[config.mk]
export PLATFORM = sky130hd
export DESIGN_NAME = wb_stage
export DESIGN_NICKNAME = d
export VERILOG_FILES = /design/src/rtl/wb_stage_pkg.sv /design/src/rtl/wb_cp0.sv /design/src/rtl/wb_stage.sv
export SDC_FILE = /design/constraint.sdc
export NUM_CORES = 1
export LEC_CHECK = 0
export BUFFER_PORTS_ARGS = -buffer_cell sky130_fd_sc_hd__buf_2
export CORE_MARGIN = 2
export CORE_UTILIZATION = 25
export CTS_BUF_LIST = sky130_fd_sc_hd__clkbuf_8 sky130_fd_sc_hd__clkbuf_16
export CTS_CLUSTER_DIAMETER = 80
export CTS_CLUSTER_SIZE = 8
export DETAILED_ROUTE_END_ITERATION = 16
export PLACE_DENSITY = 0.5
export SYNTH_ARGS = -nofsm -noshare
export SYNTH_HDL_FRONTEND = slang
export SYNTH_SLANG_ARGS = --single-unit
[constraint.sdc]
create_clock -name clk -period 2.7 [get_ports clk]
set_input_delay 0.54 -clock clk [delete_from_list [all_inputs] [get_ports clk]]
set_output_delay 0.54 -clock clk [all_outputs]
set_load 0.03 [all_outputs]
[src/rtl/wb_stage_pkg.sv]
// wb_stage_pkg: shared constants and memory-to-writeback bus layout
// Holds the "no exception" marker, the ExcCode values, the CP0 register
// numbers, the bus width and the packed view of ms_to_ws_bus.
package wb_stage_pkg;
    localparam int MS_TO_WS_BUS_WD = 119;

    localparam logic [4:0] NO_EX    = 5'h1f;
    localparam logic [4:0] EXC_INT  = 5'd0;
    localparam logic [4:0] EXC_ADEL = 5'd4;
    localparam logic [4:0] EXC_ADES = 5'd5;
    localparam logic [4:0] EXC_SYS  = 5'd8;
    localparam logic [4:0] EXC_BP   = 5'd9;
    localparam logic [4:0] EXC_RI   = 5'd10;
    localparam logic [4:0] EXC_OV   = 5'd12;

    localparam logic [4:0] CP0_BADVADDR = 5'd8;
    localparam logic [4:0] CP0_COUNT    = 5'd9;
    localparam logic [4:0] CP0_COMPARE  = 5'd11;
    localparam logic [4:0] CP0_STATUS   = 5'd12;
    localparam logic [4:0] CP0_CAUSE    = 5'd13;
    localparam logic [4:0] CP0_EPC      = 5'd14;

    typedef struct packed {
        logic [4:0]  rd;
        logic        tlbr;
        logic        tlbwi;
        logic        mfc0;
        logic        mtc0;
        logic        pc_error;
        logic [31:0] badvaddr;
        logic [4:0]  ex_code;
        logic        eret;
        logic        slot;
        logic        gr_we;
        logic [4:0]  dest;
        logic [31:0] final_result;
        logic [31:0] pc;
    } ms_bus_t;

    // Cleared bundle with ex_code parked at NO_EX so an empty stage never
    // looks like a pending exception.
    localparam ms_bus_t BUS_RST = ms_bus_t'({42'd0, NO_EX, 72'd0});
endpackage

[src/rtl/wb_cp0.sv]
// wb_cp0: CP0 Status/Cause/EPC/BadVAddr registers, read mux, optional timer
// Ports: clk, reset (sync, active-high); ws_ex/eret commit strobes; mtc0_we
// with rd/wdata; exception info ex_code/slot/pc/pc_error/badvaddr;
// outputs rdata (mfc0 read of rd), epc, int_pending.
// Optional feature: CP0_TIMER_EN adds Count (rd 9) and Compare (rd 11).
module wb_cp0
    import wb_stage_pkg::*;
(
    input  logic        clk,
    input  logic        reset,
    input  logic        ws_ex,
    input  logic        eret,
    input  logic        mtc0_we,
    input  logic [4:0]  rd,
    input  logic [31:0] wdata,
    input  logic [4:0]  ex_code,
    input  logic        slot,
    input  logic [31:0] pc,
    input  logic        pc_error,
    input  logic [31:0] badvaddr,
    output logic [31:0] rdata,
    output logic [31:0] epc,
    output logic        int_pending
);
    logic [7:0]  im_q, im_d;
    logic        exl_q, exl_d, ie_q, ie_d, bd_q, bd_d;
    logic [1:0]  ip_sw_q, ip_sw_d;
    logic [4:0]  exc_q, exc_d;
    logic [31:0] epc_q, epc_d, bva_q, bva_d;
    logic [31:0] status, cause, count_rd, compare_rd;
    logic        ti, mt_status, mt_cause, mt_epc;

`ifdef CP0_TIMER_EN
    logic        tick_q, tick_d, ti_q, ti_d;
    logic [31:0] count_q, count_d, compare_q, compare_d;
    always_comb begin
        tick_d    = ~tick_q;
        count_d   = mtc0_we && rd == CP0_COUNT ? wdata : count_q + {31'd0, tick_q};
        compare_d = mtc0_we && rd == CP0_COMPARE ? wdata : compare_q;
        ti_d      = mtc0_we && rd == CP0_COMPARE ? 1'b0 : ti_q || count_q == compare_q;
    end
    always_ff @(posedge clk) begin
        if (reset) begin
            tick_q    <= 1'b0;
            ti_q      <= 1'b0;
            count_q   <= '0;
            compare_q <= '0;
        end else begin
            tick_q    <= tick_d;
            ti_q      <= ti_d;
            count_q   <= count_d;
            compare_q <= compare_d;
        end
    end
    assign ti         = ti_q;
    assign count_rd   = count_q;
    assign compare_rd = compare_q;
`else
    assign ti         = 1'b0;
    assign count_rd   = '0;
    assign compare_rd = '0;
`endif

    assign mt_status = mtc0_we && rd == CP0_STATUS;
    assign mt_cause  = mtc0_we && rd == CP0_CAUSE;
    assign mt_epc    = mtc0_we && rd == CP0_EPC;

    // mtc0_we is already suppressed on WS_EX/ERET cycles, which gives the
    // exception > eret > mtc0 ordering.
    always_comb begin
        exl_d   = ws_ex ? 1'b1 : eret ? 1'b0 : mt_status ? wdata[1] : exl_q;
        im_d    = mt_status ? wdata[15:8] : im_q;
        ie_d    = mt_status ? wdata[0] : ie_q;
        ip_sw_d = mt_cause ? wdata[9:8] : ip_sw_q;
        epc_d   = ws_ex ? (exl_q ? epc_q : slot ? pc - 32'd4 : pc) : mt_epc ? wdata : epc_q;
        bd_d    = ws_ex && !exl_q ? slot : bd_q;
        exc_d   = ws_ex ? ex_code : exc_q;
        bva_d   = ws_ex && (ex_code == EXC_ADEL || ex_code == EXC_ADES) ? (pc_error ? pc : badvaddr) : bva_q;
    end

    always_ff @(posedge clk) begin
        if (reset) begin
            im_q    <= '0;
            exl_q   <= 1'b0;
            ie_q    <= 1'b0;
            ip_sw_q <= '0;
            bd_q    <= 1'b0;
            exc_q   <= '0;
            epc_q   <= '0;
            bva_q   <= '0;
        end else begin
            im_q    <= im_d;
            exl_q   <= exl_d;
            ie_q    <= ie_d;
            ip_sw_q <= ip_sw_d;
            bd_q    <= bd_d;
            exc_q   <= exc_d;
            epc_q   <= epc_d;
            bva_q   <= bva_d;
        end
    end

    // Status keeps BEV (bit 22) hard-wired to 1.
    assign status = {9'd0, 1'b1, 6'd0, im_q, 6'd0, exl_q, ie_q};
    // Cause: BD, TI, IP[7] mirrors the timer, IP[1:0] are software bits.
    assign cause  = {bd_q, ti, 14'd0, ti, 5'd0, ip_sw_q, 1'b0, exc_q, 2'd0};

    assign rdata = rd == CP0_STATUS   ? status :
                   rd == CP0_CAUSE    ? cause :
                   rd == CP0_EPC      ? epc_q :
                   rd == CP0_BADVADDR ? bva_q :
                   rd == CP0_COUNT    ? count_rd :
                   rd == CP0_COMPARE  ? compare_rd : 32'd0;

    assign epc         = epc_q;
    assign int_pending = |(cause[15:8] & im_q) && ie_q && !exl_q;
endmodule

[src/rtl/wb_stage.sv]
// wb_stage: final pipeline stage; GPR write-back, CP0 commit, flush/redirect
// Ports: clk, reset (sync, active-high); ms_to_ws_valid/ms_to_ws_bus in;
// ws_allowin; rf_we/rf_waddr/rf_wdata GPR write; WB_dest/WB_dest_data and
// inst_mfc0_ws for decode dependence/forwarding; WS_EX/ERET flush strobes
// with ws_redirect_pc; int_pending to decode.
// Optional feature: CP0_TIMER_EN (Count/Compare timer inside wb_cp0).
module wb_stage
    import wb_stage_pkg::*;
#(
    parameter logic [31:0] EX_ENTRY = 32'hbfc00380
) (
    input  logic                       clk,
    input  logic                       reset,
    input  logic                       ms_to_ws_valid,
    input  logic [MS_TO_WS_BUS_WD-1:0] ms_to_ws_bus,
    output logic                       ws_allowin,
    output logic                       rf_we,
    output logic [4:0]                 rf_waddr,
    output logic [31:0]                rf_wdata,
    output logic [4:0]                 WB_dest,
    output logic [31:0]                WB_dest_data,
    output logic                       WS_EX,
    output logic                       ERET,
    output logic [31:0]                ws_redirect_pc,
    output logic                       int_pending,
    output logic                       inst_mfc0_ws
);
    ms_bus_t     bus_q, bus_d;
    logic        ws_valid_q, ws_valid_d;
    logic        flush, mtc0_we;
    logic [31:0] cp0_rdata, epc;
    logic        unused_tlb;

    // The stage always completes in one cycle, so it can always accept.
    assign ws_allowin = 1'b1;
    assign WS_EX      = ws_valid_q && bus_q.ex_code != NO_EX;
    assign ERET       = ws_valid_q && bus_q.eret && !WS_EX;
    assign flush      = WS_EX || ERET;
    assign mtc0_we    = ws_valid_q && bus_q.mtc0 && !flush;

    always_comb begin
        ws_valid_d = flush ? 1'b0 : ws_allowin ? ms_to_ws_valid : ws_valid_q;
        bus_d      = ms_to_ws_valid && ws_allowin && !flush ? ms_to_ws_bus : bus_q;
    end

    always_ff @(posedge clk) begin
        if (reset) begin
            ws_valid_q <= 1'b0;
            bus_q      <= BUS_RST;
        end else begin
            ws_valid_q <= ws_valid_d;
            bus_q      <= bus_d;
        end
    end

    wb_cp0 u_cp0 (
        .clk        (clk),
        .reset      (reset),
        .ws_ex      (WS_EX),
        .eret       (ERET),
        .mtc0_we    (mtc0_we),
        .rd         (bus_q.rd),
        .wdata      (bus_q.final_result),
        .ex_code    (bus_q.ex_code),
        .slot       (bus_q.slot),
        .pc         (bus_q.pc),
        .pc_error   (bus_q.pc_error),
        .badvaddr   (bus_q.badvaddr),
        .rdata      (cp0_rdata),
        .epc        (epc),
        .int_pending(int_pending)
    );

    assign rf_we          = ws_valid_q && bus_q.gr_we && !WS_EX;
    assign rf_waddr       = bus_q.dest;
    assign rf_wdata       = bus_q.mfc0 ? cp0_rdata : bus_q.final_result;
    assign WB_dest        = bus_q.dest & {5{ws_valid_q && bus_q.gr_we}};
    assign WB_dest_data   = rf_wdata;
    assign inst_mfc0_ws   = ws_valid_q && bus_q.mfc0;
    assign ws_redirect_pc = WS_EX ? EX_ENTRY : ERET ? epc : 32'd0;

    // TLB controls ride along for the TLB unit and are not used here.
    assign unused_tlb = bus_q.tlbr ^ bus_q.tlbwi;
endmodule

# == Yosys cells after proc, flatten, opt, wreduce, memory -nomap -nowiden ==
# Cells that the tools add are included.
# W data, S select, Z words.
# op_classes
eq_ne,8
n_reduce_logical,26
addsub,1
muxes,15
bitwise_logic,2
# op_table
operator,n
$mux W32,12
$sub A32 B3 Y32 const B,1
$eq A5 B4 Y1 const B,4
$logic_and A1 B1 Y1,16
$eq A5 B3 Y1 const B,2
$and A2 B8 Y8,1
$reduce_or A8 Y1,1
$and A5 B5 Y5,1
$ne A5 B5 Y1 const B,1
$logic_not A1 Y1,3
$mux W1,3
$reduce_bool A3 Y1,1
$logic_or A1 B1 Y1,2
$ne A2 B2 Y1 const B,1
$reduce_and A2 Y1,1
$reduce_bool A2 Y1,1
$reduce_or A2 Y1,1
# totals
in_bits,122
word_cells,73
out_inout_bits,112
reg_bits,200

# == Depth between registers and ports, before layout ==
# depth
word_depth,11
ltp_mapped,9
mapped_depth_nobuf,7

# == Cells and area by module ==
# From an unflattened synthesis, not the netlist that was laid out.
# unflattened
hier_cells,1212
hier_area_um2,11138.2
# by_module_without_submodules
module,seq_area_each_um2,area_each_um2,cells_each,instances
wb_stage,2362.3,6357.3,659,1
wb_cp0,1641.6,4780.8,553,1

# == Worst setup path before layout ==
# OpenSTA, ideal clock, no wires.
# synth_timing
path_kind,reg2out
startpoint,reg bus_q[114] in the netlist's numbering
endpoint,out rf_wdata[20]
required_ns,2.160
path_stages_with_launch,8
t_arrival_ns,2.437
path_slack_ns,-0.277
n_path_buf,4
cell_sequence,dfxtp_1 clkbuf_1 nor4_1 clkbuf_1 buf_2 a22oi_1 a21oi_1 buf_4
# synth_between
elab_chain_cells,6
elab_cells_between_ends,9
classes_between,4 x eq/ne; 5 x mux
# synth_rtl
element,line,source
"start, declared",wb_stage.sv:28,"ms_bus_t bus_q, bus_d;"
"start signal, assigned",wb_stage.sv:52,bus_q <= bus_d;
$eq A5 B4 Y1,wb_cp0.sv:111,rd == CP0_BADVADDR ? bva_q :
$mux W32,wb_cp0.sv:111,
$mux W32,wb_cp0.sv:110,rd == CP0_EPC ? epc_q :
$mux W32,wb_cp0.sv:109,rd == CP0_CAUSE ? cause :
$mux W32 *,wb_cp0.sv:108,assign rdata = rd == CP0_STATUS ? status :
$mux W32 *,wb_stage.sv:76,assign rf_wdata = bus_q.mfc0 ? cp0_rdata : bus_q.final_result;
"end, declared",wb_stage.sv:19,"output logic [31:0] rf_wdata,"
# Mark *: on every way between the ends. The rest lies on a longest branch, timed or not.

# == Worst setup path in the final report ==
# layout_timing
startpoint,reg bus_q[118] in the netlist's numbering
endpoint,out WB_dest_data[31]
# layout_between
elab_chain_cells,6
elab_cells_between_ends,9
classes_between,4 x eq/ne; 5 x mux
# layout_rtl
element,line,source
$eq A5 B4 Y1,wb_cp0.sv:111,
$mux W32,wb_cp0.sv:111,
$mux W32,wb_cp0.sv:110,
$mux W32,wb_cp0.sv:109,
$mux W32 *,wb_cp0.sv:108,
$mux W32 *,wb_stage.sv:76,
"end, declared",wb_stage.sv:21,"output logic [31:0] WB_dest_data,"
# Marked as above.

==> flow_metrics.py <==
metrics = {
    "timing": {
        "final.hold.worst_slack_ns": 0.317,
        "setup_viol": 0,
        "final.period_utilization": 0.982,
        "grt_setup_unrepaired": "true",
        "max_clock_freq_mhz": 377,
        "finalWorstPathRequiredPeriod_ns": 2.65,
        "fin_skew_ns": 0.0113,
        "tightestPinTransition_ns": 0.644,
        "slew_headroom": 0.571,
        "totalNegativeSetupSlack_ns": 0,
        "timing_max_transition_violations_final": 0,
        "report.final.hold_viol_count": 0,
    },
    "cells_and_area": {
        "fill_cells": 4064,
        "fin_nets": 1490,
        "sequential_standard_cell_area_um2": 4010,
        "final_area_um2": 12000,
        "drive_gt1_frac": 0.270,
        "final_util": 0.320,
        "fin_cells": 1894,
        "layout-area-overhead-vs-synth_pct": 26.5,
        "multi_input_area_um2": 5000,
        "final_common_cell": "nand2_1",
        "commonest_cells_after_routing_fill_and_taps_aside": "nand2_1 (283), dfxtp_1 (193), buf_2 (192), a21oi_1 (132), nor2_1 (98)",
    },
    "route": {
        "drt.antenna.violating_nets": 0,
        "first_iter_violations": 629,
        "totalWireLength_um": 34700,
        "vias": 8949,
        "detail_route.drc_violations": 0,
        "drt-vias-per-instance": 4.72,
        "detailedRoute.firstPassIterationCount": 5,
        "detail_route.wl_per_cell_um": 18.3,
    },
    "cts": {
        "cts.reportedPaths.clkPinSlew_ns": 0.07,
        "cts_root_buf": "clkbuf_16",
        "clock_sink_count": 200,
        "clk_latency_ns": 0.44,
        "htreeDepth": 4,
        "ctsLongestPathBuffers": 2,
        "tritoncts": "yes",
        "cts_inserted_buffers": 17,
    },
    "worst_setup_path": {
        "critical_path.cell_chain": "nand2b_4 > nor4_4 > buf_6 > clkbuf_16 > a222oi_1 > a21oi_2 > buf_2",
        "worst-endpoint-required_ns": 2.16,
        "crit_path_start_kind": "flop",
        "max_stage_delay_ns": 0.33,
        "critPathKind": "flop to output pin",
        "critPathArrivalTime_ns": 2.11,
        "critPathMaxFanout": 16,
        "crit_path_top_delay_cell": "dfxtp_1",
        "r2r_setup_slack_ns": 0.47,
        "end_kind": "output pin",
    },
    "flow_run": {
        "maxCapViolations": 0,
    },
    "floorplan": {
        "die_height_um": 199,
        "coreArea_um2": 37600,
        "floorplan.rows": 71,
        "floorplan.initialDensity": 0.253,
        "ios": 234,
        "chipWidth_um": 199,
        "fp.dieArea_um2": 39600,
    },
    "grt": {
        "maximum_number_of_pins_on_one_net_before_global_route_repair": 117,
        "grt_antenna_before_repair": 7,
        "grt-ovfl-total": 0,
        "first_global_vias": 8344,
        "grt_use_total": 0.173,
        "wire_length_of_the_first_global_routing_pass_um": 51400,
    },
    "place": {
        "place_hpwl_um": 25200,
        "place_area_um2": 11100,
        "port-buffer-count": 230,
        "placed_cells_incl_taps": 1850,
        "gp_congestion": 0.833,
    },
    "synthesis": {
        "yosysTopAreaCellShare": 0.421,
        "syn-instance-count": 1208,
        "yosysUniqueCellTypes": 63,
        "post_synth_main_area_contributors": "dfxtp_1 (42%), nand2_1 (11%), a21oi_1 (8.1%), mux2i_1 (4.9%), nor2_1 (3.9%)",
        "syn_area_per_cell_um2": 7.87,
        "synth.cell_area_um2": 9510,
        "dominantRegCellSynth": "dfxtp_1",
        "synth-edff-count": 0,
        "synth_top_cell_by_area": "dfxtp_1",
        "synth_sequential_area_ratio": 0.421,
        "asyncSetResetFlopFracSynth": 0,
        "yosysWarningCount": 0,
        "postSynthNetCount": 1331,
        "ys_ff_latch": 200,
    },
    "power": {
        "power_leakage_nw": 4.76,
        "cell_area_power_density_nw_per_um2": 614,
        "vdd_drop_max_uv": 367,
    },
    "run_status": {
        "run_status": "finished clean",
    },
    "worst_hold_path": {
        "worstHoldPathType": "primary input to flop",
    },
}
## kinds of logic after synthesis
| kind of cell | count (synthesis) | share of synthesized area |
|---|---|---|
| xor+xnor | 22 | 0.0203 |
| mux | 50 | 0.0530 |
| buf+inv | 143 | 0.0738 |
| flops | 200 | 0.421 |
| compound gates | 276 | 0.184 |
| fa+ha+maj | 1 | 0.00132 |
| other cells | 1 | 0.000394 |
| simple gates | 515 | 0.246 |
## registers in the layout, indices dropped and copies added (netlist names), 2 cells and up
signal	cells
bus_q	112
rf_waddr	5
u_cp0.exc_q	5
u_cp0.bva_q	32
u_cp0.epc	32
u_cp0.im_q	8
u_cp0.ip_sw_q	2
## Yosys cell counts, types with 10 or more instances
cell,n
nand3_1,31
and2_1,25
a22oi_1,16
o211ai_1,12
nor3_1,13
nor2_1,99
mux2i_1,47
nand4_1,12
nand2_1,283
dfxtp_1,200
xnor2_1,18
a222oi_1,14
buf_4,39
buf_2,15
and3_1,10
clkbuf_1,77
a21oi_1,153
a211oi_1,34
## metal layers
metal  wire, um  vias to the layer above  track usage
met2      14500                      243        0.246
li1           -                     4481            -
met4        766                        8       0.0525
met5         49                        -            0
met1      17500                     4175        0.258
met3       1890                       42       0.0344
## power breakdown
part / switching (mW) / internal (mW)
Sequential: 0.168 / 3.10
Clock: 1.17 / 1.47
Combinational: 0.960 / 0.513
## what timing repair did
action	in CTS	in global routing
hold buffers	0	0
gates resized for setup	13	76
endpoints found under the setup margin	39	52
pin swaps	2	17
buffers inserted	0	7
gates cloned	0	2
## area by class of cell
type / count / share of cell area
Antenna cell: 3 / 0.000624
Clock buffer: 18 / 0.0365
Clock inverter: 14 / 0.0131
Inverter: 5 / 0.00156
Multi-Input combinational cell: 865 / 0.415
Sequential cell: 200 / 0.334
Tap cell: 511 / 0.0532
Timing Repair Buffer: 278 / 0.146
## path summary, 6_finish.rpt
check,startpoint,to,cells after the start
max,bus_q[118]$_SDFFE_PP0P_,WB_dest_data[31],7
min,ms_to_ws_bus[75],bus_q[75]$_SDFFE_PP1P_,3
max reg2reg,bus_q[17]$_SDFFE_PP0P_,u_cp0.epc[28]$_SDFFE_PP0P_,5
min reg2reg,bus_q[105]$_SDFFE_PP0P_,bus_q[105]$_SDFFE_PP0P_,2
## critical path: cells and delay by family, from the launching register on
kind                   cells  cell delay (ns)
DFF                        1             0.33
AOI/OAI and AO/OA          2             0.32
buffers and inverters      3             0.59
and+or+nand+nor            2             0.42
## per-stage QoR
| step | worst slack (ns) | power [mW] |
|---|---|---|
| 2_1_floorplan | -0.0411 | 4.28 |
| 5_1_grt | -0.0407 | 7.73 |
| 3_3_place_gp | 0.319 | 4.74 |
| 4_1_cts | -0.0392 | 7.40 |
| 6_report | 0.0487 | 7.38 |
| 3_5_place_dp | 0.305 | 4.76 |
Power figures use the tool's default switching activity.
